`src/rtl/gpio_in_debounce_pkg.sv`:
```
// Shared helpers and default sizing for the GPIO input debounce slice.
package gpio_in_debounce_pkg;

    localparam int unsigned IO_NUM_MAX = 32;

    // Ceiling log2 evaluated at elaboration; clog2(1) == 0.
    function automatic int unsigned clog2(input int unsigned value);
        int unsigned v;
        int unsigned r;
        v = (value > 0) ? value - 1 : 0;
        r = 0;
        for (int i = 0; i < 32; i++) begin
            if (v != 0) begin
                r = r + 1;
                v = v >> 1;
            end
        end
        return r;
    endfunction

endpackage

```
`src/rtl/gpio_db_bit.sv`:
```
// One pad bit: synchroniser, tick-driven debounce counter, level register, edge pulses.
module gpio_db_bit
    import gpio_in_debounce_pkg::*;
#(
    parameter int unsigned SYNC_STAGES = 2,
    parameter int unsigned DEB_TICKS   = 8,
    parameter logic        INIT_BIT    = 1'b0
) (
    input  logic PCLK,
    input  logic PRESET,
    input  logic EN,
    input  logic tick,
    input  logic pad,
    output logic db,
    output logic rise,
    output logic fall,
    output logic accept_c
);

    localparam int unsigned CNT_W = clog2(DEB_TICKS + 1);

    logic [SYNC_STAGES-1:0] sync_q;
    logic                   s;
    logic [CNT_W-1:0]       cnt_q;
    logic [CNT_W-1:0]       cnt_d;
    logic                   db_d;

    // Synchroniser keeps running while EN is low so re-enable sees a settled level.
    always_ff @(posedge PCLK) begin
        if (PRESET) begin
            sync_q <= {SYNC_STAGES{INIT_BIT}};
        end else begin
            sync_q <= {sync_q[SYNC_STAGES-2:0], pad};
        end
    end

    assign s = sync_q[SYNC_STAGES-1];

    always_comb begin
        cnt_d    = cnt_q;
        db_d     = db;
        accept_c = 1'b0;
        if (!EN) begin
            cnt_d = '0;
        end else if (s == db) begin
            cnt_d = '0;
        end else if (tick) begin
            if (cnt_q == CNT_W'(DEB_TICKS - 1)) begin
                db_d     = s;
                cnt_d    = '0;
                accept_c = 1'b1;
            end else begin
                cnt_d = cnt_q + CNT_W'(1);
            end
        end
    end

    always_ff @(posedge PCLK) begin
        if (PRESET) begin
            cnt_q <= '0;
            db    <= INIT_BIT;
            rise  <= 1'b0;
            fall  <= 1'b0;
        end else begin
            cnt_q <= cnt_d;
            db    <= db_d;
            rise  <= accept_c & s;
            fall  <= accept_c & ~s;
        end
    end

endmodule

```
`src/rtl/gpio_in_debounce.sv`:
```
// Pad conditioning ahead of CoreGPIO GPIO_IN: shared prescaler, per-bit debounce, change flag.
module gpio_in_debounce
    import gpio_in_debounce_pkg::*;
#(
    parameter int unsigned       IO_NUM      = 8,
    parameter int unsigned       SYNC_STAGES = 2,
    parameter int unsigned       TICK_DIV    = 1000,
    parameter int unsigned       DEB_TICKS   = 8,
    parameter logic [IO_NUM-1:0] INIT_VAL    = '0
) (
    input  logic              PCLK,
    input  logic              PRESET,
    input  logic              EN,
    input  logic [IO_NUM-1:0] PAD_IN,
    output logic [IO_NUM-1:0] GPIO_DB,
    output logic [IO_NUM-1:0] RISE,
    output logic [IO_NUM-1:0] FALL,
    output logic              CHANGED
);

    localparam int unsigned PRE_W = (TICK_DIV > 1) ? clog2(TICK_DIV) : 1;

    logic [PRE_W-1:0]  pre_q;
    logic [PRE_W-1:0]  pre_d;
    logic              tick_c;
    logic [IO_NUM-1:0] accept_c;

    // Prescaler parks at zero while disabled so every enable starts from a fresh phase.
    always_comb begin
        pre_d  = pre_q + PRE_W'(1);
        tick_c = 1'b0;
        if (!EN) begin
            pre_d = '0;
        end else if (pre_q == PRE_W'(TICK_DIV - 1)) begin
            pre_d  = '0;
            tick_c = 1'b1;
        end
    end

    always_ff @(posedge PCLK) begin
        if (PRESET) begin
            pre_q <= '0;
        end else begin
            pre_q <= pre_d;
        end
    end

    for (genvar i = 0; i < IO_NUM; i++) begin : g_bit
        gpio_db_bit #(
            .SYNC_STAGES (SYNC_STAGES),
            .DEB_TICKS   (DEB_TICKS),
            .INIT_BIT    (INIT_VAL[i])
        ) u_bit (
            .PCLK     (PCLK),
            .PRESET   (PRESET),
            .EN       (EN),
            .tick     (tick_c),
            .pad      (PAD_IN[i]),
            .db       (GPIO_DB[i]),
            .rise     (RISE[i]),
            .fall     (FALL[i]),
            .accept_c (accept_c[i])
        );
    end

    // Registered from the same acceptance term so it lines up with RISE/FALL.
    always_ff @(posedge PCLK) begin
        if (PRESET) begin
            CHANGED <= 1'b0;
        end else begin
            CHANGED <= |accept_c;
        end
    end

endmodule

```
`config.mk`:
```
export PLATFORM = sky130hd
export DESIGN_NAME = gpio_in_debounce
export DESIGN_NICKNAME = d
export VERILOG_FILES = /design/src/rtl/gpio_in_debounce_pkg.sv /design/src/rtl/gpio_db_bit.sv /design/src/rtl/gpio_in_debounce.sv
export SDC_FILE = /design/constraint.sdc
export NUM_CORES = 1
export LEC_CHECK = 0
export CAP_MARGIN = 20
export CORE_ASPECT_RATIO = 0.9
export CORE_MARGIN = 5
export CORE_UTILIZATION = 56
export DETAILED_ROUTE_END_ITERATION = 7
export PLACE_DENSITY = 0.79
export SLEW_MARGIN = 30
export SYNTH_ARGS = -nofsm -noshare
export SYNTH_HDL_FRONTEND = slang
export SYNTH_SLANG_ARGS = --single-unit
```
`constraint.sdc`:
```
create_clock -name PCLK -period 2.7 [get_ports PCLK]
set_clock_uncertainty 0.05 [all_clocks]
set_input_delay 0.27 -clock PCLK [delete_from_list [all_inputs] [get_ports PCLK]]
set_output_delay 0.27 -clock PCLK [all_outputs]
set_load 0.005 [all_outputs]
```
==> results of run 1 <==
==> cell usage after synthesis, types with 7 or more instances <==
cell type   n  area share, %
dfxtp_1    83             48
nand2_1    49            5.3
a21oi_1    34            4.9
buf_4      25            5.4
nor2_1     25            2.7
nand3_1    21            3.0
nor2b_1    19            3.4
o21ai_0    16            2.3
xnor2_1    16            4.0
nor3b_1    11            2.4
or3_1      10            1.8
ha_1        9            3.2
or4_1       8            1.7
nor4_1      7            1.3
==> flip-flops by register name, indices dropped and copies added (netlist names) <==
name	count
CHANGED	1
pre_q	10
g_bit.u_bit.fall	8
g_bit.u_bit.rise	8
g_bit.u_bit.db	8
g_bit.u_bit.cnt_q	32
g_bit.u_bit.sync_q	16
==> routing by layer <==
metal / up-vias / GRT usage [%] / wire, um
li1: 1337 / - / -
met1: 1230 / 20.9 / 2950
met2: 69 / 30.3 / 3310
met3: 8 / 5.85 / 352
met4: 0 / 4.93 / 96
met5: - / 0 / 0
==> power by group <==
part           internal (mW)  switching, mW
Sequential              1.24        0.00823
Clock                  0.612          0.440
Combinational         0.0261         0.0237
Total                   1.87          0.472
==> worst max-delay path by stage <==
stage | from | end
global route | pre_q[0] | g_bit[6].u_bit.fall
floorplan | pre_q[0] | g_bit[0].u_bit.cnt_q[3]
finish | pre_q[0] | g_bit[7].u_bit.cnt_q[3]
CTS | pre_q[0] | g_bit[7].u_bit.cnt_q[3]
detailed placement | PRESET | g_bit[5].u_bit.fall
global placement | EN | g_bit[7].u_bit.cnt_q[3]
==> per-stage QoR <==
| step | worst slack [ps] | instance area, um^2 | util [%] | instances |
|---|---|---|---|---|
| 2_1_floorplan | 866 | 3490 | - | 389 |
| 3_3_place_gp | 542 | 3730 | 61.3 | 464 |
| 3_5_place_dp | 514 | 3730 | 61.3 | 464 |
| 4_1_cts | 616 | 3970 | 65.2 | 479 |
| 5_1_grt | 450 | 3970 | 65.2 | 479 |
| 6_report | 617 | 3970 | 65.2 | 479 |
==> cells by family after synthesis <==
logic type | Yosys count | share of synthesized area, %
AO/OA/AOI/OAI | 56 | 8.56
buffers and inverters | 43 | 7.74
adder cells (fa/ha/maj) | 9 | 3.22
flip-flops | 83 | 47.6
XOR/XNOR | 22 | 5.52
AND/OR/NAND/NOR | 176 | 27.4
==> layout by cell type (no fill, tap or decap), types with 6 or more instances in the layout <==
master / count
a21oi_1: 34
nand3_1: 21
clkdlybuf4s50_1: 35
clkbuf_8: 9
nand2_1: 49
dfxtp_1: 83
ha_1: 9
nor2b_1: 19
xnor2_1: 16
nor2_1: 25
xor2_1: 6
or4_1: 8
o21ai_0: 16
nor4_1: 7
nor3b_1: 11
or3_1: 10
buf_4: 6
==> cell type report <==
cell class	instances	area, um^2
clock buffers	9	124
clock inverters	6	115
fillers	514	2110
inverters	5	18.8
multi-input cells	263	1560
flip-flops and latches	83	1660
well taps	72	90.1
repair buffers	41	395
==> reports/summary.md, run 1 <==
The run finished with clean final reports. The count of nets left with antenna violations once routing finished came out at 0. Number of buffers and inverters on the critical path: 1.

Kind of cell adding the most delay to the critical path: simple AND/OR/NAND/NOR gates. The kind of launch point of the worst setup path was a flop. In this run the critical register-to-register path is launched from pre_q[0]. The die area came out at 7920 um^2.

The mean cell area of the mapped netlist works out to 8.98 um^2. Setup repair after global routing left no endpoint under its margin. After layout, the minimum clock period comes to 2080 ps.

The number of buffers created by CTS is 9. The start point of the worst min-delay path is g_bit[2].u_bit.sync_q[0]. Headroom to the max-slew limit came out at 61.2%.

The total clock sinks came out at 83. The largest stage delay on the critical path was 510 ps; the arrival time of the worst setup path was 2310 ps. The critical path is of the flop to flop type. The tools report the buffer levels on the longest clock path as 2. Total power density per cell area: 591 nW/um^2.

Yosys mapped a number of flops with a built-in enable equal to 0. The tools report the initial antenna violation count as 0. Once the floorplan was initialized, standard cells occupied 57.4% of the core. The count of input and output buffers is 35. The count of final max-slew check failures is 0, and the global placer's final weighted congestion is 0.767. The number of stages on the worst hold path is 1. The sequential-to-total area share from yosys stat was 47.6%. TritonCTS built the clock tree. The count of cells along the worst register-to-register path works out to 6. The sum of net half-perimeters after detailed placement is 4.67 mm, and the first-iteration detailed-routing DRC count is 132.

The die span in x was 93.3 um; the area growth from synthesis to layout was 13.5%. The signal on the critical path passes through ha_1 -> and4b_2 -> nand4_4 -> buf_4 -> or4_1 -> a21oi_1. 36 I/O pins were placed. For this run, the total global-route usage over all layers was measured as 17.6%.

The tightest hold path in the finished design has a slack of 390 ps. The pin count of the biggest net entering global routing came out at 32. For this block, the routed nets add up to 6.71 mm of wire. In this run the worst path has a maximum fanout of 31.

During synthesis, Yosys emitted a total of 0 warnings. The post-detailed-route via-to-cell ratio came out at 5.52. For the pin with the worst max-slew slack, the measured transition is 581 ps. Post-layout net count: 423. After clock tree synthesis, the clock-pin slew on the worst setup and hold paths is 80 ps.

Setup violations remaining at the end of the flow were counted as 0. The number of buffers inserted for hold repair after clock tree synthesis was 0. The cell count after synthesis came out at 389. The die is 84.9 um tall.

Number of maximum-capacitance violations: 0. Capture point of the worst reg-to-reg path: g_bit[7].u_bit.cnt_q[3]. After detailed routing, the number of remaining DRC violations is 0. After synthesis, the share of flip-flops with an asynchronous set or reset is 0%.

The logic depth of the worst setup path including buffers is 6. The H-tree was split into 3 levels. The cell sitting at the root of the clock tree is a clkbuf_8.

For hold timing, the worst endpoint is g_bit[2].u_bit.sync_q[1]. After global routing the overflow that remains totals 0. The number of global-route vias before repair was 2484. The flop and latch count out of synthesis came out at 83. The number of distinct standard cells referenced by the synthesized netlist was 36; the hold violation count in the final report was 0.

In the final timing run, aggregate negative setup slack is 0 ps. The tools report the post-synthesis instance area as 3490 um^2. The logs give 620 ps for the setup slack of the worst register-to-register path and 0 for the number of buffers inserted by post-CTS setup repair. The path class of the tightest hold or removal check is flop to flop. Of the cells placed in the final design, the portion with a size suffix greater than 1 is 6.14%. The final period utilization was 77.2%; the first-pass GRT wire length was 11.2 mm.

The type of element capturing the critical path is a flop. The largest individual stage delay along the critical path comes from the cell or4_1. 0 antenna diodes ended up in the layout.

The standby leakage power was 1.31 nW; the total power consumption of the routed design was 2.35 mW. For this run, the leading register cell type out of synthesis is dfxtp_1. The logs give 350 ps for the clock insertion delay at the later pin of the skew report and 480 MHz for the highest attainable clock frequency. The floorplan has 27 rows. Counting every net in the synthesized netlist gives 409. For this run, the detailed router's first-pass iteration total came to 4. The region available for standard cell placement spans 6080 um^2. For the count of instances resized after the clock tree is built, the log shows 0. The via total after detailed routing came out at 2644.

The wire length per cell after detailed routing is 14.0 um, and the worst ir drop on vdd is 0.000483 V. For the worst setup path, the data required time is 2930 ps.
Note: power is estimated with default switching activity, not from simulation.
==> inputs of run 2 (changes only) <==
- clock period: 2.7 -> 1.95 ns (I/O delays scaled with it)
==> reports/summary.md, run 2 (synthesis results as in run 1) <==
The post-layout net count came out at 434. Setup violations remaining at the end of the flow were counted as 0. The number of nets with antenna violations after routing came out at 0. In the final routed layout, each cell accounts on average for 14.4 um. Summing all flip-flop and latch instances after layout gives 1660 um^2. After routing the design area is 4120 um^2. By startpoint and endpoint, the worst setup path is classified as flop to flop. The run gives 0 as the total overflow reported by the global router. The register with the most flip-flops in the layout has 32 of them. Measured against its own limit, the worst slew margin works out to 66.6%. The number of global-route vias before repair came out at 2526.

The first global-routing pass estimated 11.4 mm of wire. For the worst setup path, the data required time is 2180 ps. The register with the most flip-flops was g_bit.u_bit.cnt_q. The die outline height was 84.9 um; the area growth from synthesis to layout was 18.0%. 0 antenna diodes ended up in the layout. CTS placed an instance of clkbuf_8 at the clock tree root. The tightest min-delay check is of the input pin to flop type. The count of final max-slew check failures was 0.

The hold violation count in the final report is 0. The clock passes through at most 2 buffers. The worst hold path was traced through 2 stages. After filler insertion, the fill cell instance count of the layout stands at 483. The largest registers in the layout are g_bit.u_bit.cnt_q: 32 flops, g_bit.u_bit.sync_q: 16 flops, pre_q: 10 flops. The run gives 0 as the initial antenna violation count.

The number of maximum-capacitance violations is 0. STA puts the critical path data arrival time at 2120 ps. Sum of net half-perimeters after detailed placement: 4.75 mm. The critical path crosses 7 cells after its start point. Across all layers, the routed design uses 2705 vias. At the end of routability-driven placement, the weighted congestion stood at 0.825. The placed instances occupy a cell area of 3810 um^2. In the final layout, the share of cells above drive strength 1 is 9.31%. For this design the static power due to leakage is 1.39 nW. The run finished with clean final reports.

VDD sags by at most 0.000747 V. The total wire length was 7.06 mm; the total area of multi-input combinational cells was 1570 um^2. After detailed routing, the number of remaining DRC violations is 0.

The first-pass iteration count of the detailed router is 5, and the clock transition at the registers of the reported paths is 80 ps. After floorplanning, the core was sized to cover 6080 um^2. The largest driver fanout on the critical path works out to 13. For this design, the slowest cell found on the critical path is dfxtp_1. The tools report the number of buffers inserted for hold repair after clock tree synthesis as 0. For this design the ratio of total power to cell area is 790 nW/um^2. The floorplan step defined a die boundary enclosing 7920 um^2. TritonCTS built the clock tree. At the pin with the least slew margin, the transition time is 499 ps.

Deepest level of the CTS H-tree: 3. Kind of cell adding the most delay to the critical path: simple AND/OR/NAND/NOR gates. The post-detailed-route via-to-cell ratio works out to 5.51. Leaving out fill and tap cells, the most frequent cells in the layout are dfxtp_1, nand2_1, clkdlybuf4s50_1, a21oi_1, nor2_1. The count of cells along the worst register-to-register path was 7; the final period utilization was 97.2%. During I/O placement, the number of pins put on the boundary was 36.

Clock tree synthesis found a total of 83 sinks. The initial utilization of the core area, before any placement, comes to 57.4%. The routed design could run at a clock period as short as 1890 ps. Buffers inserted during clock tree synthesis total 9.

Traced cell by cell, the critical path runs through ha_1 -> and4b_2 -> nand4_4 -> buf_4 -> clkbuf_16 -> or3_1 -> a21oi_1. The count of input and output buffers was 35; the total global routing track utilization was 17.8%. The floorplan has 27 rows. Total power consumption of the routed design: 3.26 mW. The die is 93.3 um wide.

For this run, the top clock speed supported by timing is 528 MHz. The kind of launch point of the worst setup path was a flop. For this block, the initial DRC count from the detailed router was 167. Entering global routing, the biggest net connects 53 pins. The tools report the type of element capturing the critical path as a flop. The most frequent standard cell in the layout excluding fill and tap cells was dfxtp_1. The largest single stage delay on the critical path is 350 ps.

For the worst-skew pair, the clock arrives at the later sink with an insertion delay of 350 ps. The number of buffers and inverters on the critical path is 2.
run 2: cell types whose count changed in the layout (fill, tap and decap cells not counted), sizes merged:
cell | previous run | this run
buf | 6 | 15
clkinvlp | 1 | 2
clkinv | 2 | 1
clkbuf | 9 | 12
run 2: power by group:
part	total, mW	internal [mW]	switching (mW)
logic	0.0752	0.0408	0.0343
registers	1.72	1.71	0.0107
clock network	1.46	0.853	0.606
run 2: layout make-up:
type | count | area share [%]
Clock buffer | 10 | 3.10
Clock inverter | 6 | 2.76
Inverter | 5 | 0.455
Multi-Input combinational cell | 263 | 38.1
Sequential cell | 83 | 40.3
Tap cell | 72 | 2.19
Timing Repair Buffer | 52 | 13.1
run 2: metrics by stage:
stage	instances	worst slack [ps]	TNS (ps)	util [%]	hold slack, ps
finish	491	55.4	0	67.8	344
global route	491	-10.7	-19.5	67.8	338
CTS	488	25.1	0	66.7	338
detailed placement	472	-190	-3580	62.7	376
global placement	472	-71.1	-457	62.7	367
floorplan	389	116	0	-	217
run 2: path summary, 6_finish.rpt:
| check | from | end | slack [ps] |
|---|---|---|---|
| setup / recovery | pre_q[0] | g_bit[0].u_bit.cnt_q[0] | 60 |
| hold reg to reg | g_bit[0].u_bit.sync_q[0] | g_bit[0].u_bit.sync_q[1] | 390 |
| hold / removal | PAD_IN[3] | g_bit[3].u_bit.sync_q[0] | 340 |
| setup reg to reg | pre_q[0] | g_bit[0].u_bit.cnt_q[0] | 60 |
run 2: layer usage:
| layer | wire (um) | up-vias | track usage, % |
|---|---|---|---|
| met1 | 3000 | 1255 | 21.2 |
| met5 | 0 | - | 0 |
| met4 | 95 | 0 | 5.73 |
| met3 | 435 | 8 | 5.76 |
| li1 | - | 1371 | - |
| met2 | 3530 | 71 | 30.5 |
run 2: what timing repair did:
item,CTS,global route
setup buffers,0,1
resized for setup,0,3
endpoints found under the hold margin,0,0
endpoints found under the setup margin,0,17
==> inputs of run 3 (changes only) <==
- CAP_MARGIN: 20 -> 10
- CORE_ASPECT_RATIO: 0.9 -> not set
- GPL_TIMING_DRIVEN: not set -> 0
==> reports/summary.md, run 3 (synthesis results as in run 1) <==
For the hold violation count in the final report, the log shows 0. The logs give 462 for the post-layout net count and 9 for the number of buffers created by CTS. At the worst endpoint, the arrival time is 2150 ps. The number of buffers and inverters on the critical path is 1. The run gives 1670 um^2 as the area of all sequential standard cells. The type of element capturing the critical path was a flop. The count of input and output buffers is 34. Counting the fill cells in the layout gives 445. Worst min-delay path category: input pin to flop. For the global placer's final weighted congestion, the log shows 0.780. The largest registers in the layout are g_bit.u_bit.cnt_q: 32 flops, g_bit.u_bit.sync_q: 16 flops, pre_q: 10 flops.

Final period utilization: 98.3%. The worst setup path is launched from a flop. Across all register-to-register paths, the minimum setup slack is 30 ps. 0 antenna diodes ended up in the layout.

The completed layout was analyzed and its total power is 3.12 mW. Summed over all layers, the routed wires come to 7.56 mm. In this run the deepest clock path goes through 2 buffers.

The critical path runs through a total of 6 cells. In this run, the number of DRC markers left after iteration 0 of detailed routing was 216. For the pin with the worst max-slew slack, the measured transition is 692 ps. Entering global routing, the biggest net connects 14 pins. Minimum setup slack after placement: -289 ps.

The tools report the capture point of the worst reg-to-reg path as g_bit[6].u_bit.cnt_q[3]. After layout, the worst setup slack is 32.8 ps. The sum of net half-perimeters after detailed placement is 5.00 mm, and the standby leakage power is 1.48 nW. The total power density per cell area is 734 nW/um^2, and the floorplan row count is 28. Total clock sinks: 83.

The die span in x was 89.0 um. Number of maximum-capacitance violations: 0. Walking the worst path, the cells encountered are ha_4 -> and4b_2 -> nand4_4 -> buf_6 -> or4_1 -> a21oi_2. The tools report the clock tree root buffer cell as clkbuf_8. The largest driver fanout on the critical path is 8. The clock transition at the registers of the reported paths is 80 ps. More flip-flops sit in one register than any other, and that register is g_bit.u_bit.cnt_q. Capturing instance or port of the critical path: g_bit[6].u_bit.cnt_q[3]. The first-pass iteration count of the detailed router is 4. Measured against its own limit, the worst slew margin works out to 53.7%. The tightest hold path in the finished design has a slack of 261 ps. The number of setup violations in the final report was 0; the flip-flop count of the largest register, all copies and words added was 32. The slowest stage of the critical path belongs to the cell or4_1. The wire length per cell after detailed routing is 14.5 um, and the largest stage delay on the critical path is 480 ps.

Leaving out fill and tap cells, the most frequent cells in the layout are dfxtp_1, nand2_1, clkdlybuf4s50_1, buf_4, a21oi_1. For the count of final max-slew check failures, the log shows 0. The multi-input combinational cells in the finished layout cover a total of 1590 um^2.

The post-route netlist has 14.6% of its cells at a drive strength greater than 1. The area of the core is 5990 um^2. Die area: 7920 um^2.

TritonCTS built the clock tree. The initial core utilization is 58.3%. The initial antenna violation count is 0.

Setup repair after global routing could not meet its margin everywhere. For the worst flop-to-flop path, the logic depth is 6. Relative to the synthesized area, the layout overhead comes to 21.6%. The clock tree synthesis step divided the H-tree into 3 levels. Leaving out fill and tap cells, the most frequent cell in the layout is dfxtp_1. The total overflow left after global routing is 0. The worst ir drop on vdd came out at 0.000514 V. In this run the remaining antenna-violating nets after routing total 0. The number of placed I/O pins came out at 36. The startpoint identified for the worst register-to-register timing path is pre_q[0].

Summing all placed instances gives a cell area of 3930 um^2. Number of global-route vias before repair: 2687. The tools report the clock insertion delay at the later pin of the skew report as 350 ps. The number of remaining DRC errors came out at 0. The die outline height came out at 89.0 um.

The run finished with clean final reports. The highest attainable clock frequency is 522 MHz. The via total after detailed routing is 2886.

The cell family contributing the most delay on the critical path is simple AND/OR/NAND/NOR gates. The most critical setup path has its startpoint at pre_q[0]. The worst setup path is of the flop to flop kind.

The time the final worst path needs with I/O delays and setup was 1920 ps. For the instance count after placement with tap cells included, the log shows 498. The tools report the first-pass GRT wire length as 12.4 mm. After routing the design area is 4250 um^2. For the worst setup path, the data required time is 2190 ps. Global routing used 20.3% of the available tracks across all layers.

The post-route non-filler standard cell count is 521, and the post-detailed-route via-to-cell ratio is 5.54.
run 3: layout make-up:
cell class | instances | area share, %
inverters | 5 | 0.442
clock buffers | 11 | 3.09
repair buffers | 42 | 9.36
plain buffers | 38 | 6.36
multi-input cells | 263 | 37.5
clock inverters | 4 | 1.80
well taps | 75 | 2.21
flip-flops and latches | 83 | 39.3
run 3: through the flow:
stage / setup TNS [ps] / utilization [%]
finish: 0 / 70.9
global route: -141 / 70.9
CTS: 0 / 69.8
detailed placement: -7280 / 65.6
global placement: -6260 / 65.6
floorplan: 0 / -
run 3: timing repair:
action	CTS	global route
endpoints found under the setup margin	39	15
hold buffers	0	0
endpoints found under the hold margin	0	0
resized for setup	10	6
buffers inserted	1	6
cloned	0	1
pin swaps	2	5
run 3: how the worst min path moves through the flow:
| stage | from | to | slack [ps] | cells past startpoint |
|---|---|---|---|---|
| 2_1_floorplan | PRESET | g_bit[3].u_bit.sync_q[0] | 220 | 1 |
| 3_3_place_gp | g_bit[5].u_bit.sync_q[0] | g_bit[5].u_bit.sync_q[1] | 370 | 1 |
| 3_5_place_dp | g_bit[1].u_bit.sync_q[0] | g_bit[1].u_bit.sync_q[1] | 380 | 1 |
| 4_1_cts | EN | pre_q[2] | 230 | 3 |
| 5_1_grt | EN | pre_q[2] | 270 | 3 |
| 6_report | EN | pre_q[2] | 260 | 3 |
run 3: where the power goes:
part	switching, mW	total (mW)	internal (mW)
Sequential	0.0122	1.72	1.71
Clock	0.605	1.32	0.718
Combinational	0.0368	0.0742	0.0374
run 3: layer usage:
metal  wire, um  global-route usage, %
met1       3270                   24.9
met4        136                   7.85
met5          0                      0
met3        442                   3.78
met2       3710                   35.2
run 3: tightest hold or removal path: cells and delay by family:
family | cells | cell delay, ps
buffers and inverters | 1 | 180
AND/OR/NAND/NOR | 2 | 250
